## src/rtl/traffic_intersection_ctrl.sv

```systemverilog
// -----------------------------------------------------------------------------
// traffic_intersection_ctrl
// Two-road intersection controller with pedestrian crossing requests and a
// flashing-yellow night mode.
//
// Ports:
//   clk         - single clock, all state changes on its rising edge
//   rst_n       - asynchronous active-low reset (forces INIT, both roads red)
//   ena         - advance enable; 0 freezes state, counters and requests
//   night_mode  - request for flashing-yellow operation
//   ped_req[1:0]- bit i requests a pedestrian crossing of road i (0=A, 1=B)
//   lights_a    - road A lamps {red, yellow, green}
//   lights_b    - road B lamps {red, yellow, green}
//   ped_walk    - bit i is the walk indication for crossing road i
//   phase       - current state encoding, for debug
// -----------------------------------------------------------------------------
module traffic_intersection_ctrl #(
    parameter int CNT_W       = 8,
    parameter int T_GREEN     = 20,
    parameter int T_MIN_GREEN = 5,
    parameter int T_YELLOW    = 3,
    parameter int T_ALLRED    = 2,
    parameter int BLINK_HALF  = 4
) (
    input  logic       clk,
    input  logic       rst_n,
    input  logic       ena,
    input  logic       night_mode,
    input  logic [1:0] ped_req,
    output logic [2:0] lights_a,
    output logic [2:0] lights_b,
    output logic [1:0] ped_walk,
    output logic [2:0] phase
);

    typedef enum logic [2:0] {
        ST_INIT  = 3'd0,
        ST_A_GRN = 3'd1,
        ST_A_YEL = 3'd2,
        ST_AR_AB = 3'd3,
        ST_B_GRN = 3'd4,
        ST_B_YEL = 3'd5,
        ST_AR_BA = 3'd6,
        ST_NIGHT = 3'd7
    } state_t;

    localparam int CNT_MAX = (2 ** CNT_W) - 1;
    localparam int BLK_W   = CNT_W + 1;

    // Terminal counts: a timed state leaves on the cycle its counter shows
    // duration-1, so each state lasts exactly its duration in enabled cycles.
    localparam logic [CNT_W-1:0] CNT_SAT     = {CNT_W{1'b1}};
    localparam logic [CNT_W-1:0] GRN_LAST    = CNT_W'(T_GREEN - 1);
    localparam logic [CNT_W-1:0] MIN_LAST    = CNT_W'(T_MIN_GREEN - 1);
    localparam logic [CNT_W-1:0] YEL_LAST    = CNT_W'(T_YELLOW - 1);
    localparam logic [CNT_W-1:0] ALLRED_LAST = CNT_W'(T_ALLRED - 1);
    localparam logic [BLK_W-1:0] BLK_LAST    = BLK_W'(2 * BLINK_HALF - 1);
    localparam logic [BLK_W-1:0] BLK_HALF    = BLK_W'(BLINK_HALF);

    // Reject parameter sets the counters cannot represent.
    if ((T_GREEN < 1) || (T_GREEN > CNT_MAX) ||
        (T_MIN_GREEN < 1) || (T_MIN_GREEN > CNT_MAX) ||
        (T_YELLOW < 1) || (T_YELLOW > CNT_MAX) ||
        (T_ALLRED < 1) || (T_ALLRED > CNT_MAX) ||
        (BLINK_HALF < 1) || (BLINK_HALF > CNT_MAX) ||
        (T_MIN_GREEN > T_GREEN)) begin : g_param_err
        $error("traffic_intersection_ctrl: illegal duration parameters");
    end

    state_t           state_r, state_s, succ_s;
    logic [CNT_W-1:0] cnt_r, cnt_s;
    logic [BLK_W-1:0] blink_r, blink_s;
    logic [1:0]       pend_r, pend_s, pend_eff_s;
    logic [1:0]       walk_r, walk_s;
    logic [2:0]       la_r, lb_r, la_s, lb_s;
    logic             done_s;
    logic             yel_on_s;

    // Next-state, counter, request latch and lamp decode of the next state.
    always_comb begin
        state_s    = state_r;
        succ_s     = ST_INIT;
        cnt_s      = cnt_r;
        blink_s    = blink_r;
        pend_s     = pend_r;
        walk_s     = 2'b00;
        done_s     = 1'b0;
        yel_on_s   = 1'b0;
        la_s       = 3'b100;
        lb_s       = 3'b100;
        // A request seen this very cycle already counts towards shortening.
        pend_eff_s = pend_r | ped_req;

        case (state_r)
            ST_INIT:  succ_s = night_mode ? ST_NIGHT : ST_A_GRN;
            ST_A_GRN: succ_s = ST_A_YEL;
            ST_A_YEL: succ_s = ST_AR_AB;
            ST_AR_AB: succ_s = night_mode ? ST_NIGHT : ST_B_GRN;
            ST_B_GRN: succ_s = ST_B_YEL;
            ST_B_YEL: succ_s = ST_AR_BA;
            ST_AR_BA: succ_s = night_mode ? ST_NIGHT : ST_A_GRN;
            ST_NIGHT: succ_s = ST_INIT;
            default:  succ_s = ST_INIT;
        endcase

        case (state_r)
            ST_INIT, ST_AR_AB, ST_AR_BA: done_s = (cnt_r == ALLRED_LAST);
            ST_A_GRN: done_s = (cnt_r == GRN_LAST) ||
                               (pend_eff_s[0] && (cnt_r >= MIN_LAST));
            ST_B_GRN: done_s = (cnt_r == GRN_LAST) ||
                               (pend_eff_s[1] && (cnt_r >= MIN_LAST));
            ST_A_YEL, ST_B_YEL: done_s = (cnt_r == YEL_LAST);
            ST_NIGHT: done_s = ~night_mode;
            default:  done_s = 1'b1;
        endcase

        if (ena) begin
            pend_s = pend_r | ped_req;
            if (done_s) begin
                state_s = succ_s;
                cnt_s   = {CNT_W{1'b0}};
                blink_s = {BLK_W{1'b0}};
                // Serving clears the latch, but a request in the same cycle
                // stays pending for the next opposite green.
                if (succ_s == ST_B_GRN) begin
                    pend_s[0] = ped_req[0];
                end else if (succ_s == ST_A_GRN) begin
                    pend_s[1] = ped_req[1];
                end else begin
                    pend_s = pend_r | ped_req;
                end
            end else begin
                cnt_s = (cnt_r == CNT_SAT) ? cnt_r : (cnt_r + CNT_W'(1));
                if (state_r == ST_NIGHT) begin
                    blink_s = (blink_r == BLK_LAST) ? {BLK_W{1'b0}}
                                                    : (blink_r + BLK_W'(1));
                end else begin
                    blink_s = {BLK_W{1'b0}};
                end
            end
        end else begin
            state_s = state_r;
        end

        // Walk is captured from the latch on green entry and held all green.
        case (state_s)
            ST_B_GRN: walk_s = {1'b0, (state_r == ST_B_GRN) ? walk_r[0] : pend_r[0]};
            ST_A_GRN: walk_s = {(state_r == ST_A_GRN) ? walk_r[1] : pend_r[1], 1'b0};
            default:  walk_s = 2'b00;
        endcase

        yel_on_s = (blink_s < BLK_HALF);
        case (state_s)
            ST_A_GRN: begin la_s = 3'b001; lb_s = 3'b100; end
            ST_A_YEL: begin la_s = 3'b010; lb_s = 3'b100; end
            ST_B_GRN: begin la_s = 3'b100; lb_s = 3'b001; end
            ST_B_YEL: begin la_s = 3'b100; lb_s = 3'b010; end
            ST_NIGHT: begin
                la_s = {1'b0, yel_on_s, 1'b0};
                lb_s = {1'b0, yel_on_s, 1'b0};
            end
            default:  begin la_s = 3'b100; lb_s = 3'b100; end
        endcase
    end

    // State, counters, request latch and registered lamp outputs.
    always_ff @(posedge clk or negedge rst_n) begin
        if (!rst_n) begin
            state_r <= ST_INIT;
            cnt_r   <= {CNT_W{1'b0}};
            blink_r <= {BLK_W{1'b0}};
            pend_r  <= 2'b00;
            walk_r  <= 2'b00;
            la_r    <= 3'b100;
            lb_r    <= 3'b100;
        end else begin
            state_r <= state_s;
            cnt_r   <= cnt_s;
            blink_r <= blink_s;
            pend_r  <= pend_s;
            walk_r  <= walk_s;
            la_r    <= la_s;
            lb_r    <= lb_s;
        end
    end

    assign lights_a = la_r;
    assign lights_b = lb_r;
    assign ped_walk = walk_r;
    assign phase    = state_r;

endmodule

```

## config.mk

```make
export PLATFORM = sky130hd
export DESIGN_NAME = traffic_intersection_ctrl
export DESIGN_NICKNAME = d
export VERILOG_FILES = /design/src/rtl/traffic_intersection_ctrl.sv
export SDC_FILE = /design/constraint.sdc
export NUM_CORES = 1
export LEC_CHECK = 0
export ABC_CLOCK_PERIOD_IN_PS = 6100
export BUFFER_PORTS_ARGS = -buffer_cell sky130_fd_sc_hd__buf_2
export CORE_UTILIZATION = 40
export DETAILED_ROUTE_END_ITERATION = 7
export SYNTH_ARGS = -nofsm -noshare
export SYNTH_HDL_FRONTEND = slang
export SYNTH_SLANG_ARGS = --single-unit
```

## constraint.sdc

```tcl
create_clock -name clk -period 6.1 [get_ports clk]
set_input_delay 1.525 -clock clk [delete_from_list [all_inputs] [get_ports clk]]
set_output_delay 1.525 -clock clk [all_outputs]
set_load 0.02 [all_outputs]
```

==> impl_metrics.tcl, run 1 <==
set metrics [dict create \
    viasPerCell 5.70 \
    diodes 0 \
    clock_sinks 30 \
    skew_ns 0.00379 \
    clkTransAtPathRegs_ns 0.07 \
    dp_cells 238 \
    min_period_ns 3.51 \
    htreeDepth 2 \
    area.growth.synth_to_final_pct 10.6 \
    portBuffers 16 \
    nNetsFinal 204 \
    dr.pass1.iters 4 \
    cp_max_fo 16 \
    async_reset_ff_frac 1.00 \
    postRouteAntennaNets 0 \
    power.density_nw_per_um2 445 \
    num_vias 1401 \
    use_met3 0.0400 \
    maxCapViolCount 0 \
    ys.flop_type "dfrtp_1" \
    grtUsageMet2 0.301 \
    hold_buffers 0 \
    synthCells 180 \
    hp-class "flip-flop to flip-flop" \
    status "finished, final reports clean" \
    syn_area_sq_um 1750 \
    drc 0 \
    synth_edf_count 0 \
    slew_viol_final 0 \
    setup_ws_ns 2.59 \
    cts_made_buffers 5 \
    stdcell_count 246 \
    p_leak_nw 0.885 \
    dieArea_sq_um 4650 \
    critPathKind "input port to flip-flop" \
    hold_depth 1 \
    cp-start-kind "input port" \
    use_met1 0.248 \
    ys_seq_area_frac 0.430 \
    place_ws_ns 2.33 \
    layout_commonest_cell "dfrtp_1" \
    end_kind "flip-flop" \
    slew_headroom 0.532 \
    fin_crit_sh 0.576 \
    holdPathEnd "blink_r[0]" \
    coreArea_sq_um 4120 \
    grt_antenna_before_repair 0 \
    start_util 0.426 \
    cts_setup_buffers 0 \
    setup-violations-final 0 \
    grt_max_degree 31 \
    vdd_drop_max_mv 0.122 \
    grt_use_total 0.191 \
    ys_seq_elements 30 \
    fin_tns_setup_ns 0 \
    wl_per_cell_um 15.4 \
    grt_pass1_wl_mm 6.40 \
    ctsRootBufferMaster "clkbuf_8" \
    grt-ovfl-total 0 \
    cp_data_arrival_time_ns 3.73 \
    die_h_um 68.2 \
    hold_start "blink_r[0]" \
    top_usage_layer "met2" \
    cts_tree "done" \
    reg2reg_depth 9 \
    core.rowCount 23 \
    syn_nets 189 \
    wl_mm 3.79 \
    rsz0062_at_grt "no" \
    layout-drive-gt1-share 0.189 \
    hold_viol 0 \
    holdWs_ns 0.499 \
    clockBufferDepth 2 \
    ioPinCount 17 \
    dpl_cell_area_sq_um 1830 \
    insertion_delay_ns 0.28 \
    r2r_slack_ns 2.83 \
    synth_area_per_cell_sq_um 9.74 \
    final_cell_mix "dfrtp_1 (28), buf_2 (16), nor2_1 (15), nand2_1 (15), a21oi_1 (13)" \
    die_w_um 68.2 \
    fin_area_sq_um 1940 \
    grt_pass1_vias 1371 \
    place_congestion 0.766 \
    cts_resized 0 \
    yosys_warnings 0 \
    hpwlAfterDp_mm 2.67 \
    worstReg2RegStart "phase[2]" \
    max_freq_mhz 285 \
    p_total_mw 0.864 \
    worst_slew_pin_slew_ns 0.703 \
    final_util 0.471 \
    drt_iter0_markers 105 \
    reg2reg_to "lights_a[2]" \
    synth_cell_types 47 \
    cp.required_ns 6.32 \
]
==> how the worst max path moves through the flow <==
stage,from,endpoint,slack [ns],depth (start not counted)
final,night_mode,lights_a[2],2.59,10
after global routing,night_mode,lights_a[2],2.38,9
after CTS,night_mode,lights_a[2],2.61,10
after detailed placement,night_mode,lights_a[2],2.33,10
after global placement,night_mode,ped_walk[1],2.46,8
after floorplan,night_mode,lights_b[1],2.95,8
==> cells by family (layout without fill, tap and decap cells) <==
logic type	Yosys count	count (layout)	share of synthesized area
xor+xnor	11	11	0.0550
buf+inv	15	31	0.0550
fa+ha+maj	3	3	0.0214
simple gates	73	73	0.231
compound gates	45	45	0.191
mux	3	3	0.0171
flops	30	30	0.430
==> metal layers <==
| metal | part of all wire | wire length, um |
|---|---|---|
| met3 | 0.032 | 122 |
| met1 | 0.47 | 1780 |
| met2 | 0.48 | 1820 |
| met4 | 0.018 | 67 |
| met5 | 0 | 0 |
==> cell type report <==
type | count | area [sq um]
clock buffers | 5 | 68.8
well taps | 50 | 62.6
flip-flops and latches | 30 | 753
multi-input cells | 135 | 903
clock inverters | 3 | 40.0
inverters | 7 | 31.3
repair buffers | 16 | 80.1
fillers | 372 | 2180
==> where the power goes <==
group / internal [mW] / switching [mW]
logic: 0.150 / 0.214
registers: 0.246 / 0.0566
clock network: 0.120 / 0.0773
==> cells in the mapped netlist (all sizes together), types with 4 or more instances <==
library cell | instances | area, sq um
a21oi | 14 | 73.8
a22o | 5 | 45.0
a31oi | 5 | 31.3
and3 | 6 | 38.8
buf | 5 | 53.8
dfrtp | 28 | 701
inv | 6 | 22.5
nand2 | 15 | 56.3
nand3 | 5 | 25.0
nand4 | 5 | 31.3
nor2 | 15 | 56.3
nor3b | 4 | 30.0
o21ai | 10 | 50.0
or3 | 7 | 43.8
xnor2 | 8 | 70.1
==> worst max-delay path, cell delays in order <==
cell and delay (ns):
buf_2 0.14, and4_1 0.21, nor3_2 0.26, inv_1 0.15, a221oi_4 0.67, and3_1 0.26
or2_4 0.16, clkinv_4 0.07, xnor2_1 0.13, a21oi_1 0.16
==> state kept, by name (all words and copies together) (netlist names) <==
signal,count
blink_r,9
cnt_r,8
lights_a,3
lights_b,3
ped_walk,2
pend_r,2
phase,3
Power figures use the tool's default switching activity.
==> run 2: changes to the inputs <==
--- a/config.mk
+++ b/config.mk
@@ -5,7 +5,8 @@
 export SDC_FILE = /design/constraint.sdc
 export NUM_CORES = 1
 export LEC_CHECK = 0
-export ABC_CLOCK_PERIOD_IN_PS = 6100
+export ABC_AREA = 1
+export ABC_CLOCK_PERIOD_IN_PS = 3500
 export BUFFER_PORTS_ARGS = -buffer_cell sky130_fd_sc_hd__buf_2
 export CORE_UTILIZATION = 40
 export DETAILED_ROUTE_END_ITERATION = 7
==> constraint.sdc (replaced) <==
create_clock -name clk -period 3.5 [get_ports clk]
set_input_delay 0.875 -clock clk [delete_from_list [all_inputs] [get_ports clk]]
set_output_delay 0.875 -clock clk [all_outputs]
set_load 0.02 [all_outputs]
==> run 2 against run 1 <==
  * Combinational power grew 150%
  * Sequential power grew 76%
  * Largest power group unchanged
  * Clock power grew 49%
  * Power grew 100%
  * Sequential cell count is the same
  * Synthesized cell count grew 36%
  * Non-clock buffer count is the same
  * Critical path depth grew 2
==> impl_metrics.tcl, run 2 <==
set metrics [dict create \
    status "finished, final reports clean" \
    yosys_warnings 0 \
    slew_viol_final 0 \
    dp_cells 308 \
    grt_use_total 0.178 \
    hold_viol 0 \
    place_congestion 0.792 \
    die_w_um 70.4 \
    dr.pass1.iters 4 \
    critPathKind "input port to flip-flop" \
    async_reset_ff_frac 1.00 \
    synth_common_cells "nand2_1 (54), nor2_1 (30), inv_1 (29), dfrtp_1 (28), nand3_1 (22)" \
    fin_area_sq_um 2060 \
    cp_data_arrival_time_ns 2.41 \
    holdWs_ns 0.516 \
    grt_pass1_vias 1396 \
    cts_tree "done" \
    end_kind "flip-flop" \
    reg.largest.list "blink_r (9), cnt_r (8)" \
    critPathSlowestCell "nor2_1" \
    stdcell_count 316 \
    slew_headroom 0.547 \
    insertion_delay_ns 0.29 \
    final_util 0.467 \
    p_total_mw 1.73 \
    largest-register "blink_r" \
    drt_iter0_markers 125 \
    cts_resized 0 \
    viasPerCell 5.08 \
    grt_max_degree 31 \
    cp-start-kind "input port" \
    netlist_top_cells_area "dfrtp_1 (37%), nand2_1 (11%), nor2_1 (6.0%)" \
    place_ws_ns 0.957 \
    p_leak_nw 1.04 \
    maxCapViolCount 0 \
    largest_register_ffs 9 \
    htreeDepth 2 \
    wl_per_cell_um 12.7 \
    cp_max_fo 9 \
    ioPinCount 17 \
    num_vias 1606 \
    max_freq_mhz 449 \
    postRouteAntennaNets 0 \
    post-synth-top-area-fraction 0.375 \
    ys_seq_area_frac 0.403 \
    cp.required_ns 3.68 \
    drc 0 \
    cts_setup_buffers 0 \
    wl_mm 4.01 \
    setup-violations-final 0 \
    synth_edf_count 0 \
    diodes 0 \
    synthCells 245 \
    portBuffers 16 \
    clkTransAtPathRegs_ns 0.07 \
    coreArea_sq_um 4410 \
    synth_cell_types 33 \
    setup_ws_ns 1.27 \
    hold_buffers 0 \
    post-synth-top-count-cell "nand2_1" \
    multiInputGateArea_sq_um 947 \
    syn_area_sq_um 1870 \
    hp-class "flip-flop to flip-flop" \
    cp_top_family "simple AND/OR/NAND/NOR gates" \
    cpMostUsedCell "nand2_1" \
    min_period_ns 2.23 \
    cts_made_buffers 5 \
    dpl_cell_area_sq_um 1970 \
    nFillCells 469 \
    worst_slew_pin_slew_ns 0.680 \
    power.density_nw_per_um2 841 \
    grt_antenna_before_repair 0 \
    die_h_um 70.4 \
    ys_seq_elements 30 \
    area.growth.synth_to_final_pct 10.2 \
    crit_buf_inv 2 \
    slowest_delay_ns 0.29 \
    hpwlAfterDp_mm 2.96 \
    ys.flop_type "dfrtp_1" \
    nNetsFinal 272 \
    yosysTopAreaCell "dfrtp_1" \
    syn_nets 254 \
    start_util 0.423 \
    fin_crit_sh 0.636 \
    path_cells "buf_2 > inv_1 > nor2_1 > nand2_1 > nor3_1 > nand2_1 > nand2_1 > nor2_1 > nand2_1 > nor2_1 > nand2_1 > nand2_1" \
    ctsRootBufferMaster "clkbuf_8" \
    skew_ns 0.0114 \
    grt-ovfl-total 0 \
    vdd_drop_max_mv 0.475 \
    layout-drive-gt1-share 0.193 \
    core.rowCount 24 \
    rsz0062_at_grt "no" \
    layout_commonest_cell "nand2_1" \
    grt_pass1_wl_mm 6.78 \
    final_cell_mix "nand2_1 (54), nor2_1 (30), inv_1 (29)" \
    dieArea_sq_um 4950 \
    regArea_sq_um 753 \
    synth_area_per_cell_sq_um 7.63 \
    fin_tns_setup_ns 0 \
    clockBufferDepth 2 \
    clock_sinks 30 \
]
-- run 2: final timing paths --
path,from,endpoint,slack [ns],cells after the start
worst max-delay path,ena,lights_a[1],1.27,12
worst min-delay path,blink_r[0],blink_r[0],0.52,1
worst max register to register,phase[1],lights_a[2],1.32,14
worst min register to register,blink_r[0],blink_r[0],0.52,1
max in group asynchronous,rst_n,blink_r[3],2.43,1
min in group asynchronous,rst_n,cnt_r[6],0.62,1
-- run 2: power breakdown --
group          total (mW)  switching (mW)  internal [mW]  leakage [nW]
clock network       0.293           0.135          0.158        0.0472
logic               0.907           0.629          0.278         0.607
registers           0.533          0.0912          0.441         0.388
total                1.73           0.855          0.877          1.04
-- run 2: final cells by class --
class	count	area share
Clock buffer	6	0.0401
Clock inverter	2	0.00607
Inverter	32	0.0583
Multi-Input combinational cell	178	0.460
Sequential cell	30	0.366
Tap cell	52	0.0316
Timing Repair Buffer	16	0.0389
-- run 2: kinds of logic after synthesis --
| logic type | count (synthesis) | share of synthesized area |
|---|---|---|
| AND/OR/NAND/NOR | 138 | 0.360 |
| buffers and inverters | 37 | 0.0904 |
| AO/OA/AOI/OAI | 31 | 0.0971 |
| flip-flops | 30 | 0.403 |
| XOR/XNOR | 5 | 0.0234 |
| adder cells (fa/ha/maj) | 3 | 0.0201 |
| multiplexers | 1 | 0.00602 |
-- run 2: routing by layer --
layer  global-route usage  part of all wire  wire length, um
met1                0.250              0.50             1990
met5                    0                 0                0
met2                0.263              0.45             1810
met4               0.0733             0.016               66
met3               0.0375             0.034              135
-- run 2: worst register-to-register path: stages, from the launching register on --
cell	delay [ns]
dfrtp_1	0.54
nor2_4	0.22
nand2_2	0.12
nand2_1	0.12
nand3_1	0.07
nand2_1	0.06
nand2_1	0.06
nand2_2	0.10
nand2_4	0.12
nor2_4	0.18
nand2_1	0.07
o21ai_1	0.17
nand3_1	0.17
nand2_1	0.09
nor2_1	0.04
==> run 3: changes to the inputs <==
--- a/config.mk
+++ b/config.mk
@@ -6,7 +6,7 @@
 export NUM_CORES = 1
 export LEC_CHECK = 0
 export ABC_AREA = 1
-export ABC_CLOCK_PERIOD_IN_PS = 3500
+export ABC_CLOCK_PERIOD_IN_PS = 1800
 export BUFFER_PORTS_ARGS = -buffer_cell sky130_fd_sc_hd__buf_2
 export CORE_UTILIZATION = 40
 export DETAILED_ROUTE_END_ITERATION = 7
==> constraint.sdc (replaced) <==
create_clock -name clk -period 1.8 [get_ports clk]
set_input_delay 0.45 -clock clk [delete_from_list [all_inputs] [get_ports clk]]
set_output_delay 0.45 -clock clk [all_outputs]
set_load 0.02 [all_outputs]
==> run 3 against run 2 <==
  * Die area unchanged
  * Sequential share of layout area decreased by 8.0 points
  * Via count increased by 12%
  * Critical path type is now flip-flop to flip-flop
  * Sequential power increased by 87%
  * The flow now finishes with violations (setup timing)
  * Wire length increased by 15%
  * Setup slack got worse by 1.4 ns
  * Hold slack got worse by 0.34 ns
  * Clock power increased by 98%
  * Final cell count increased by 17%
==> impl_metrics.tcl, run 3 (synthesis results as in run 2) <==
set metrics [dict create \
    skew_ns 0.0109 \
    drt_iter0_markers 105 \
    layout-drive-gt1-share 0.428 \
    nFillCells 391 \
    holdWs_ns 0.172 \
    ctsRootBufferMaster "clkbuf_8" \
    hpwlAfterDp_mm 3.47 \
    pwr-share-seq 0.219 \
    worst_slew_pin_slew_ns 0.391 \
    end_kind "flip-flop" \
    grt_pass1_wl_mm 7.96 \
    setup-violations-final 12 \
    dp_cells 355 \
    layout_commonest_cell "buf_4" \
    area.growth.synth_to_final_pct 41.9 \
    max_freq_mhz 529 \
    clkTransAtPathRegs_ns 0.07 \
    hold_buffers 0 \
    cp_data_arrival_time_ns 2.07 \
    cp-start-kind "flip-flop" \
    portBuffers 16 \
    grt_pass1_vias 1764 \
    wl_mm 4.59 \
    r2r_slack_ns -0.09 \
    clock_sinks 30 \
    rsz0062_at_grt "yes" \
    grt_max_degree 31 \
    hold_viol 0 \
    nNetsFinal 326 \
    place_ws_ns -0.0916 \
    grt_antenna_before_repair 0 \
    reg2reg_to "cnt_r[7]" \
    final_util 0.601 \
    diodes 0 \
    crit_buf_inv 1 \
    htreeDepth 2 \
    switchingPower_mw 2.09 \
    critPathSlowestCell "dfrtp_1" \
    p_int_mw 2.46 \
    largest-register "blink_r" \
    clockBufferDepth 2 \
    num_vias 1801 \
    power.density_nw_per_um2 1710 \
    start_util 0.423 \
    switching_share 0.459 \
    dieArea_sq_um 4950 \
    cp.required_ns 1.98 \
    die_h_um 70.4 \
    grt-ovfl-total 0 \
    stdcell_count 370 \
    viasPerCell 4.87 \
    setup_ws_ns -0.0910 \
    dr.pass1.iters 4 \
    core.rowCount 24 \
    cts_made_buffers 5 \
    wl_per_cell_um 12.4 \
    drc 0 \
    vdd_drop_max_mv 1.22 \
    slowest_delay_ns 0.39 \
    path_cells "nor2_1 > nand3_1 > a21oi_2 > nand3_2 > nand2_4 > nand3_4 > buf_12 > nand2_8 > mux2_4" \
    cp_top_family "simple AND/OR/NAND/NOR gates" \
    status "finished, violations left" \
    cp_max_fo 9 \
    ioPinCount 17 \
    slew_viol_final 0 \
    worstReg2RegStart "cnt_r[7]" \
    p_leak_nw 1.36 \
    fin_crit_sh 1.05 \
    critPathKind "flip-flop to flip-flop" \
    coreArea_sq_um 4410 \
    largest_register_ffs 9 \
    place_congestion 0.818 \
    hp-class "input port to async pin" \
    p_total_mw 4.55 \
    reg2reg_depth 9 \
    reg.largest.list "blink_r (9), cnt_r (8)" \
    final_cell_mix "buf_4 (50), nand2_1 (46), inv_1 (29)" \
    cts_tree "done" \
    grt_use_total 0.206 \
    postRouteAntennaNets 0 \
    insertion_delay_ns 0.29 \
    maxCapViolCount 0 \
    slew_headroom 0.739 \
    pwr-share-clk 0.127 \
    die_w_um 70.4 \
    min_period_ns 1.89 \
    p_comb_frac 0.654 \
    violations "setup timing" \
]
run 3: power groups by stage:
stage | clock [mW] | combinational [mW] | sequential [mW]
after CTS | 0.594 | 2.65 | 0.993
after global placement | 0 | 2.46 | 1.00
after detailed placement | 0 | 2.49 | 1.01
final | 0.579 | 2.97 | 0.996
after floorplan | 0 | 1.48 | 1.10
after global routing | 0.626 | 3.27 | 1.01
run 3: metal layers:
metal	global-route usage	vias to the layer above	part of all wire
met4	0.0667	0	0.013
met5	0	-	0
met2	0.342	31	0.49
li1	-	928	-
met3	0.0548	7	0.033
met1	0.259	835	0.46
run 3: how the worst max path moves through the flow:
stage | startpoint | end | slack [ns] | cells past startpoint
6_report | cnt_r[7] | cnt_r[7] | -0.09 | 9
3_5_place_dp | phase[0] | cnt_r[5] | -0.09 | 13
4_1_cts | phase[0] | lights_a[2] | -0.06 | 14
3_3_place_gp | phase[0] | lights_a[2] | -0.07 | 14
5_1_grt | cnt_r[7] | lights_a[1] | -0.23 | 12
2_1_floorplan | phase[1] | cnt_r[7] | -0.05 | 12
run 3: timing repair:
action	4_1_cts	5_1_grt
pin swaps	7	6
setup endpoints to repair	14	20
resized for setup	12	29
buffers inserted	4	3
hold endpoints to repair	0	0
run 3: per-stage QoR:
| step | TNS, ns | area [sq um] |
|---|---|---|
| 3_5_place_dp | -0.748 | 2350 |
| 6_report | -0.612 | 2650 |
| 4_1_cts | -0.361 | 2520 |
| 5_1_grt | -3.32 | 2650 |
| 2_1_floorplan | -0.207 | 1890 |
| 3_3_place_gp | -0.434 | 2350 |
run 3: cell type report:
cell class	count	area [sq um]	area share
Inverter	32	120	0.0453
Clock inverter	2	12.5	0.00472
Clock buffer	6	82.6	0.0311
Tap cell	52	65.1	0.0245
Sequential cell	30	757	0.285
Timing Repair Buffer	70	509	0.192
Multi-Input combinational cell	178	1110	0.417
run 3: worst register-to-register path, cell delays in order (launching register included):
cell     delay (ns)
dfrtp_1        0.39
nor2_1         0.15
nand3_1        0.17
a21oi_2        0.15
nand3_2        0.09
nand2_4        0.11
nand3_4        0.15
buf_12         0.18
nand2_8        0.08
mux2_4         0.31
